==> src/rtl/instr_encoder.sv <==
// Two-stage RISC-V instruction encoder: S1 registers decoded fields and a range/alignment
// error flag, S2 packs them into a 32-bit instruction word held until the consumer takes it.
module instr_encoder #(
    parameter int INSTRUCTION_LENGTH = 32,
    parameter int TYPE_WIDTH         = 3,
    parameter int REGISTER_WIDTH     = 5,
    parameter int IMMEDIATE_WIDTH    = 32,
    parameter int COUNT_WIDTH        = 16
) (
    input  logic                          clk,
    input  logic                          reset_n,
    input  logic                          in_valid,
    output logic                          in_ready,
    input  logic [TYPE_WIDTH-1:0]         in_type,
    input  logic [6:0]                    in_opcode,
    input  logic [2:0]                    in_funct3,
    input  logic [6:0]                    in_funct7,
    input  logic [REGISTER_WIDTH-1:0]     in_rd,
    input  logic [REGISTER_WIDTH-1:0]     in_rs1,
    input  logic [REGISTER_WIDTH-1:0]     in_rs2,
    input  logic [IMMEDIATE_WIDTH-1:0]    in_imm,
    output logic                          out_valid,
    input  logic                          out_ready,
    output logic [INSTRUCTION_LENGTH-1:0] out_instr,
    output logic                          out_err,
    output logic [COUNT_WIDTH-1:0]        enc_count,
    output logic [COUNT_WIDTH-1:0]        err_count
);

    localparam logic [TYPE_WIDTH-1:0] R_TYPE  = TYPE_WIDTH'(0);
    localparam logic [TYPE_WIDTH-1:0] I_TYPE  = TYPE_WIDTH'(1);
    localparam logic [TYPE_WIDTH-1:0] S_TYPE  = TYPE_WIDTH'(2);
    localparam logic [TYPE_WIDTH-1:0] SB_TYPE = TYPE_WIDTH'(3);
    localparam logic [TYPE_WIDTH-1:0] U_TYPE  = TYPE_WIDTH'(4);
    localparam logic [TYPE_WIDTH-1:0] UJ_TYPE = TYPE_WIDTH'(5);

    localparam logic signed [IMMEDIATE_WIDTH-1:0] IMM12_MIN = IMMEDIATE_WIDTH'(-2048);
    localparam logic signed [IMMEDIATE_WIDTH-1:0] IMM12_MAX = IMMEDIATE_WIDTH'(2047);
    localparam logic signed [IMMEDIATE_WIDTH-1:0] IMM13_MIN = IMMEDIATE_WIDTH'(-4096);
    localparam logic signed [IMMEDIATE_WIDTH-1:0] IMM13_MAX = IMMEDIATE_WIDTH'(4094);
    localparam logic signed [IMMEDIATE_WIDTH-1:0] IMM21_MIN = IMMEDIATE_WIDTH'(-1048576);
    localparam logic signed [IMMEDIATE_WIDTH-1:0] IMM21_MAX = IMMEDIATE_WIDTH'(1048574);

    // Handshake: a transfer happens on a rising edge where valid && ready; a producer
    // holds valid and its payload stable until that edge, and ready may depend on valid.
    logic                          r_s1_valid;
    logic [TYPE_WIDTH-1:0]         r_s1_type;
    logic [6:0]                    r_s1_opcode;
    logic [2:0]                    r_s1_funct3;
    logic [6:0]                    r_s1_funct7;
    logic [REGISTER_WIDTH-1:0]     r_s1_rd;
    logic [REGISTER_WIDTH-1:0]     r_s1_rs1;
    logic [REGISTER_WIDTH-1:0]     r_s1_rs2;
    logic [IMMEDIATE_WIDTH-1:0]    r_s1_imm;
    logic                          r_s1_err;

    logic                          r_out_valid;
    logic [INSTRUCTION_LENGTH-1:0] r_out_instr;
    logic                          r_out_err;
    logic [COUNT_WIDTH-1:0]        r_enc_count;
    logic [COUNT_WIDTH-1:0]        r_err_count;

    logic                          w_s2_ready;
    logic                          w_in_fire;
    logic                          w_out_fire;
    logic                          w_err_in;
    logic signed [IMMEDIATE_WIDTH-1:0] w_imm;
    logic [INSTRUCTION_LENGTH-1:0] w_packed;

    assign w_s2_ready = !r_out_valid || out_ready;
    assign in_ready   = !r_s1_valid || w_s2_ready;
    assign w_in_fire  = in_valid && in_ready;
    assign w_out_fire = r_out_valid && out_ready;
    assign w_imm      = $signed(in_imm);

    // Branch and jump offsets must be even; U immediates carry only the upper 20 bits.
    always_comb begin
        w_err_in = 1'b0;
        case (in_type)
            R_TYPE:         w_err_in = 1'b0;
            I_TYPE, S_TYPE: w_err_in = (w_imm < IMM12_MIN) || (w_imm > IMM12_MAX);
            SB_TYPE:        w_err_in = (w_imm < IMM13_MIN) || (w_imm > IMM13_MAX) || in_imm[0];
            U_TYPE:         w_err_in = (in_imm[11:0] != 12'd0);
            UJ_TYPE:        w_err_in = (w_imm < IMM21_MIN) || (w_imm > IMM21_MAX) || in_imm[0];
            default:        w_err_in = 1'b1;
        endcase
    end

    always_ff @(posedge clk or negedge reset_n) begin
        if (!reset_n) begin
            r_s1_valid  <= 1'b0;
            r_s1_type   <= '0;
            r_s1_opcode <= '0;
            r_s1_funct3 <= '0;
            r_s1_funct7 <= '0;
            r_s1_rd     <= '0;
            r_s1_rs1    <= '0;
            r_s1_rs2    <= '0;
            r_s1_imm    <= '0;
            r_s1_err    <= 1'b0;
        end else if (w_in_fire) begin
            r_s1_valid  <= 1'b1;
            r_s1_type   <= in_type;
            r_s1_opcode <= in_opcode;
            r_s1_funct3 <= in_funct3;
            r_s1_funct7 <= in_funct7;
            r_s1_rd     <= in_rd;
            r_s1_rs1    <= in_rs1;
            r_s1_rs2    <= in_rs2;
            r_s1_imm    <= in_imm;
            r_s1_err    <= w_err_in;
        end else if (w_s2_ready) begin
            r_s1_valid  <= 1'b0;
        end
    end

    always_comb begin
        w_packed = '0;
        if (!r_s1_err) begin
            case (r_s1_type)
                R_TYPE:  w_packed = {r_s1_funct7, r_s1_rs2, r_s1_rs1, r_s1_funct3, r_s1_rd, r_s1_opcode};
                I_TYPE:  w_packed = {r_s1_imm[11:0], r_s1_rs1, r_s1_funct3, r_s1_rd, r_s1_opcode};
                S_TYPE:  w_packed = {r_s1_imm[11:5], r_s1_rs2, r_s1_rs1, r_s1_funct3,
                                     r_s1_imm[4:0], r_s1_opcode};
                SB_TYPE: w_packed = {r_s1_imm[12], r_s1_imm[10:5], r_s1_rs2, r_s1_rs1, r_s1_funct3,
                                     r_s1_imm[4:1], r_s1_imm[11], r_s1_opcode};
                U_TYPE:  w_packed = {r_s1_imm[31:12], r_s1_rd, r_s1_opcode};
                UJ_TYPE: w_packed = {r_s1_imm[20], r_s1_imm[10:1], r_s1_imm[11], r_s1_imm[19:12],
                                     r_s1_rd, r_s1_opcode};
                default: w_packed = '0;
            endcase
        end
    end

    always_ff @(posedge clk or negedge reset_n) begin
        if (!reset_n) begin
            r_out_valid <= 1'b0;
            r_out_instr <= '0;
            r_out_err   <= 1'b0;
        end else if (w_s2_ready) begin
            r_out_valid <= r_s1_valid;
            if (r_s1_valid) begin
                r_out_instr <= w_packed;
                r_out_err   <= r_s1_err;
            end
        end
    end

    always_ff @(posedge clk or negedge reset_n) begin
        if (!reset_n) begin
            r_enc_count <= '0;
            r_err_count <= '0;
        end else if (w_out_fire) begin
            r_enc_count <= r_enc_count + COUNT_WIDTH'(1);
            if (r_out_err) begin
                r_err_count <= r_err_count + COUNT_WIDTH'(1);
            end
        end
    end

    assign out_valid = r_out_valid;
    assign out_instr = r_out_instr;
    assign out_err   = r_out_err;
    assign enc_count = r_enc_count;
    assign err_count = r_err_count;

endmodule

==> config.mk <==
export PLATFORM = sky130hd
export DESIGN_NAME = instr_encoder
export DESIGN_NICKNAME = d
export VERILOG_FILES = /design/src/rtl/instr_encoder.sv
export SDC_FILE = /design/constraint.sdc
export NUM_CORES = 1
export LEC_CHECK = 0
export ABC_AREA = 0
export ABC_CLOCK_PERIOD_IN_PS = 1300
export BUFFER_PORTS_ARGS = -buffer_cell sky130_fd_sc_hd__buf_2
export CORE_AREA = 2 2 171 123
export CTS_BUF_LIST = sky130_fd_sc_hd__clkbuf_8 sky130_fd_sc_hd__clkbuf_16
export DETAILED_ROUTE_END_ITERATION = 10
export DIE_AREA = 0 0 173 125
export PLACE_DENSITY = 0.55
export SETUP_SLACK_MARGIN = 0.02
export SYNTH_ARGS = -nofsm -noshare
export SYNTH_HDL_FRONTEND = slang
export SYNTH_SLANG_ARGS = --single-unit
==> constraint.sdc <==
create_clock -name clk -period 1.3 [get_ports clk]
set_input_delay 0.13 -clock clk [delete_from_list [all_inputs] [get_ports clk]]
set_output_delay 0.13 -clock clk [all_outputs]
set_load 0.01 [all_outputs]
==> run_summary.xml <==
<?xml version="1.0" encoding="UTF-8"?>
<metrics>
  <group name="run_status">
    <metric name="status" unit="">complete, but fails checks</metric>
    <metric name="violations" unit="">setup timing</metric>
  </group>
  <group name="routing">
    <metric name="top_signal_layer_used" unit="">met4</metric>
    <metric name="wl_met1" unit="microns">8920</metric>
    <metric name="routed_wirelength" unit="microns">18070</metric>
    <metric name="route.detailed.wl_per_inst" unit="microns">17.27</metric>
    <metric name="via_per_inst" unit="">4.736</metric>
    <metric name="initialDrtViolationCount" unit="">271</metric>
    <metric name="postRouteAntennaNets" unit="">0</metric>
    <metric name="vias" unit="">4954</metric>
    <metric name="drt-pass1-iter-count" unit="">5</metric>
    <metric name="route.met2.wl" unit="microns">8037</metric>
    <metric name="drc" unit="">0</metric>
    <metric name="detailroute.wirelength.met3" unit="microns">976</metric>
  </group>
  <group name="placed_design">
    <metric name="hpwlAfterDp" unit="microns">12490</metric>
    <metric name="port-buffer-count" unit="">137</metric>
    <metric name="numPlacedInstances" unit="">943</metric>
    <metric name="pre_cts_slack" unit="ps">-284.7</metric>
    <metric name="place.gp.congestion" unit="">0.8169</metric>
  </group>
  <group name="floorplan">
    <metric name="die_w" unit="microns">173</metric>
    <metric name="floorplan.die.height" unit="microns">125</metric>
    <metric name="core.rowCount" unit="">44</metric>
    <metric name="initial_utilization" unit="%">29.34</metric>
    <metric name="floorplan.die_area" unit="sq um">21630</metric>
    <metric name="design.portCount" unit="">138</metric>
    <metric name="core_area" unit="sq um">20150</metric>
  </group>
  <group name="pwr">
    <metric name="p_leak" unit="nW">4.504</metric>
    <metric name="cell_area_power_density" unit="nW/um^2">1456</metric>
    <metric name="power.ir.vdd_worst" unit="mV">0.8328</metric>
    <metric name="post-layout-total-power" unit="W">0.01377</metric>
  </group>
  <group name="grt">
    <metric name="globalRoute.totalOverflow" unit="">0</metric>
    <metric name="via_count_of_the_first_global_routing_pass" unit="">5068</metric>
    <metric name="largest_net_degree_at_the_start_of_global_routing" unit="">52</metric>
    <metric name="gr-usage-all-layers" unit="%">16.26</metric>
    <metric name="grt_antenna_before_repair" unit="">0</metric>
    <metric name="wire_length_of_the_first_global_routing_pass" unit="microns">27650</metric>
  </group>
  <group name="yosys">
    <metric name="synth_cell_area" unit="sq um">5912</metric>
    <metric name="synth_top_cells_by_area" unit="">sky130_fd_sc_hd__dfrtp_1, sky130_fd_sc_hd__mux2_2, sky130_fd_sc_hd__xnor2_1</metric>
    <metric name="yosys.area.top_type_share" unit="%">57.14</metric>
    <metric name="post_synth_num_cell_types" unit="">50</metric>
    <metric name="seq_area_frac_synth" unit="%">57.14</metric>
    <metric name="syn_nets" unit="">548</metric>
    <metric name="area_leader_netlist" unit="">sky130_fd_sc_hd__dfrtp_1</metric>
    <metric name="postSynth.topFlopCell" unit="">sky130_fd_sc_hd__dfrtp_1</metric>
    <metric name="synth_seq_cells" unit="">135</metric>
    <metric name="synth_warnings" unit="">0</metric>
    <metric name="synth-edff-count" unit="">0</metric>
    <metric name="synth_area_per_cell" unit="sq um">12.45</metric>
    <metric name="synth.top_cells.by_count" unit="">sky130_fd_sc_hd__dfrtp_1, sky130_fd_sc_hd__mux2_2, sky130_fd_sc_hd__nand2_1, sky130_fd_sc_hd__a22oi_1, sky130_fd_sc_hd__xnor2_1</metric>
    <metric name="ys_async_sr_fraction" unit="%">100.0</metric>
    <metric name="synth_most_common_cell" unit="">sky130_fd_sc_hd__dfrtp_1</metric>
    <metric name="syn-instance-count" unit="">475</metric>
  </group>
  <group name="final_layout">
    <metric name="drive_gt1_share" unit="%">51.95</metric>
    <metric name="area_growth" unit="%">60.06</metric>
    <metric name="finalNetCount" unit="">830</metric>
    <metric name="post_layout_nonfiller_instances" unit="">1046</metric>
    <metric name="antenna_cells_inserted" unit="">0</metric>
  </group>
  <group name="timing">
    <metric name="report.final.setup_viol" unit="">113</metric>
    <metric name="drv_slew" unit="">0</metric>
    <metric name="setup_tns" unit="ps">-7899</metric>
    <metric name="worst_pin_slew" unit="ps">549.5</metric>
    <metric name="skew" unit="ps">11.61</metric>
    <metric name="timing.final.ws_setup" unit="ps">-145.4</metric>
    <metric name="worst_slew_margin_rel" unit="%">62.85</metric>
    <metric name="final.period_utilization" unit="%">111.2</metric>
    <metric name="grt_setup_unrepaired" unit="">yes</metric>
    <metric name="final_worst_path_period_need" unit="ps">1445</metric>
    <metric name="fin_hold_ws" unit="ps">23.14</metric>
    <metric name="finalHoldViolations" unit="">0</metric>
    <metric name="maximum_operating_frequency" unit="MHz">691.8</metric>
  </group>
  <group name="job">
    <metric name="max-cap-violations" unit="">0</metric>
  </group>
  <group name="clock_tree">
    <metric name="cts.path.max_buffers" unit="">2</metric>
    <metric name="tritoncts" unit="">built</metric>
    <metric name="cts_root_buf" unit="">sky130_fd_sc_hd__clkbuf_16</metric>
    <metric name="cts_made_buffers" unit="">17</metric>
    <metric name="worst_skew_pair.late_latency" unit="ps">420</metric>
    <metric name="register_clock_pin_slew_on_the_reported_worst_setup_and_hold_paths" unit="ps">60</metric>
    <metric name="numClockSinks" unit="">135</metric>
    <metric name="clock_tree.htree_level_count" unit="">4</metric>
  </group>
  <group name="critical_path">
    <metric name="worst_ep_required_time" unit="ps">1600</metric>
    <metric name="worstPathMaxFanout" unit="">4</metric>
    <metric name="arrival" unit="ps">1750</metric>
    <metric name="start_kind" unit="">register</metric>
    <metric name="endpoint_kind" unit="">register</metric>
    <metric name="critical_path_class" unit="">reg2reg</metric>
  </group>
  <group name="hold_path">
    <metric name="hold_path.class" unit="">in2reg</metric>
  </group>
</metrics>
==> metal layers <==
| metal | track usage, % | vias to the layer above |
|---|---|---|
| li1 | - | 2310 |
| met1 | 23.25 | 2479 |
| met2 | 24.47 | 154 |
| met3 | 4.410 | 11 |
| met4 | 3.988 | 0 |
| met5 | 0 | - |
==> repair_timing <==
action,in CTS,in global routing
endpoints found under the setup margin,116,127
resized for setup,35,97
pin swaps,14,20
buffers inserted,10,6
hold buffers,48,0
cloned,0,8
hold endpoints to repair,182,0
==> registers in the layout, indices dropped and copies added, names as in the netlist, 3 cells and up <==
name	count
r_s1_rs1	5
r_s1_rd	5
r_s1_funct3	3
r_s1_funct7	7
err_count	16
r_s1_opcode	7
r_s1_type	3
r_s1_rs2	5
r_s1_imm	32
out_instr	32
enc_count	16
==> report_power, final <==
group          total (W)  switching [W]  internal [W]
clock network    0.00477        0.00198       0.00279
registers        0.00543       0.000573       0.00485
logic            0.00357        0.00160       0.00197
total             0.0138        0.00416       0.00962
==> cell families after synthesis <==
kind of cell,Yosys count,synth area share (%)
DFF,135,57.14
and+or+nand+nor,120,11.43
AOI/OAI and AO/OA,87,10.12
muxes,73,13.86
xor gates and xnor gates,32,4.741
buffers and inverters,26,2.286
adders and majority gates,2,0.4232
==> placed cells by master, fill, tap and decap left out, types with 6 or more instances in the layout <==
cell type                       count
sky130_fd_sc_hd__a22oi_1           14
sky130_fd_sc_hd__a21oi_1           14
sky130_fd_sc_hd__nand4_1           12
sky130_fd_sc_hd__buf_6             14
sky130_fd_sc_hd__a22o_1            14
sky130_fd_sc_hd__dlygate4sd3_1     48
sky130_fd_sc_hd__nand3_2            8
sky130_fd_sc_hd__dfrtp_1          129
sky130_fd_sc_hd__xnor2_1           19
sky130_fd_sc_hd__buf_12             7
sky130_fd_sc_hd__nor2_1             9
sky130_fd_sc_hd__buf_4             71
sky130_fd_sc_hd__o21ai_0            6
sky130_fd_sc_hd__xor2_1            11
sky130_fd_sc_hd__mux2_4            67
sky130_fd_sc_hd__buf_2            134
sky130_fd_sc_hd__o21ai_1           12
sky130_fd_sc_hd__nand2_1           29
sky130_fd_sc_hd__nor2_4             8
sky130_fd_sc_hd__a22oi_2            8
sky130_fd_sc_hd__clkbuf_16         21
sky130_fd_sc_hd__o22ai_1            6
sky130_fd_sc_hd__nor4_1             6
sky130_fd_sc_hd__dfrtp_2            6
sky130_fd_sc_hd__nor2b_1            9
==> through the flow <==
stage	instance area [sq um]	utilization, %
after CTS	8853	43.94
after global routing	9463	46.96
after detailed placement	7574	37.59
final	9463	46.96
after global placement	7574	37.59
after floorplan	6038	-
==> worst max-delay path: stages, from the launching register on <==
cell	delay, ps
sky130_fd_sc_hd__dfrtp_1	410
sky130_fd_sc_hd__ha_2	220
sky130_fd_sc_hd__nand3_4	80
sky130_fd_sc_hd__nor2_4	150
sky130_fd_sc_hd__nand3_4	130
sky130_fd_sc_hd__nor2_4	150
sky130_fd_sc_hd__nand2_1	70
sky130_fd_sc_hd__xnor2_1	120
==> final timing paths <==
check	depth (start not counted)	slack, ps	start	endpoint
max reg2reg	7	-150	enc_count[1]	enc_count[14]
min	2	20	in_imm[13]	r_s1_imm[13]
max in group asynchronous	3	490	reset_n	enc_count[0]
min in group asynchronous	2	170	reset_n	err_count[9]
min reg2reg	1	470	enc_count[15]	enc_count[15]
max	7	-150	enc_count[1]	enc_count[14]
==> cell type report <==
| class | instances | area [sq um] |
|---|---|---|
| Fill cell | 1854 | 10690 |
| Sequential cell | 135 | 3386 |
| Multi-Input combinational cell | 316 | 2982 |
| Timing Repair Buffer | 282 | 2142 |
| Clock buffer | 19 | 452.9 |
| Tap cell | 276 | 345.3 |
| Clock inverter | 13 | 136.4 |
| Inverter | 5 | 18.77 |
Power figures use the tool's default switching activity.
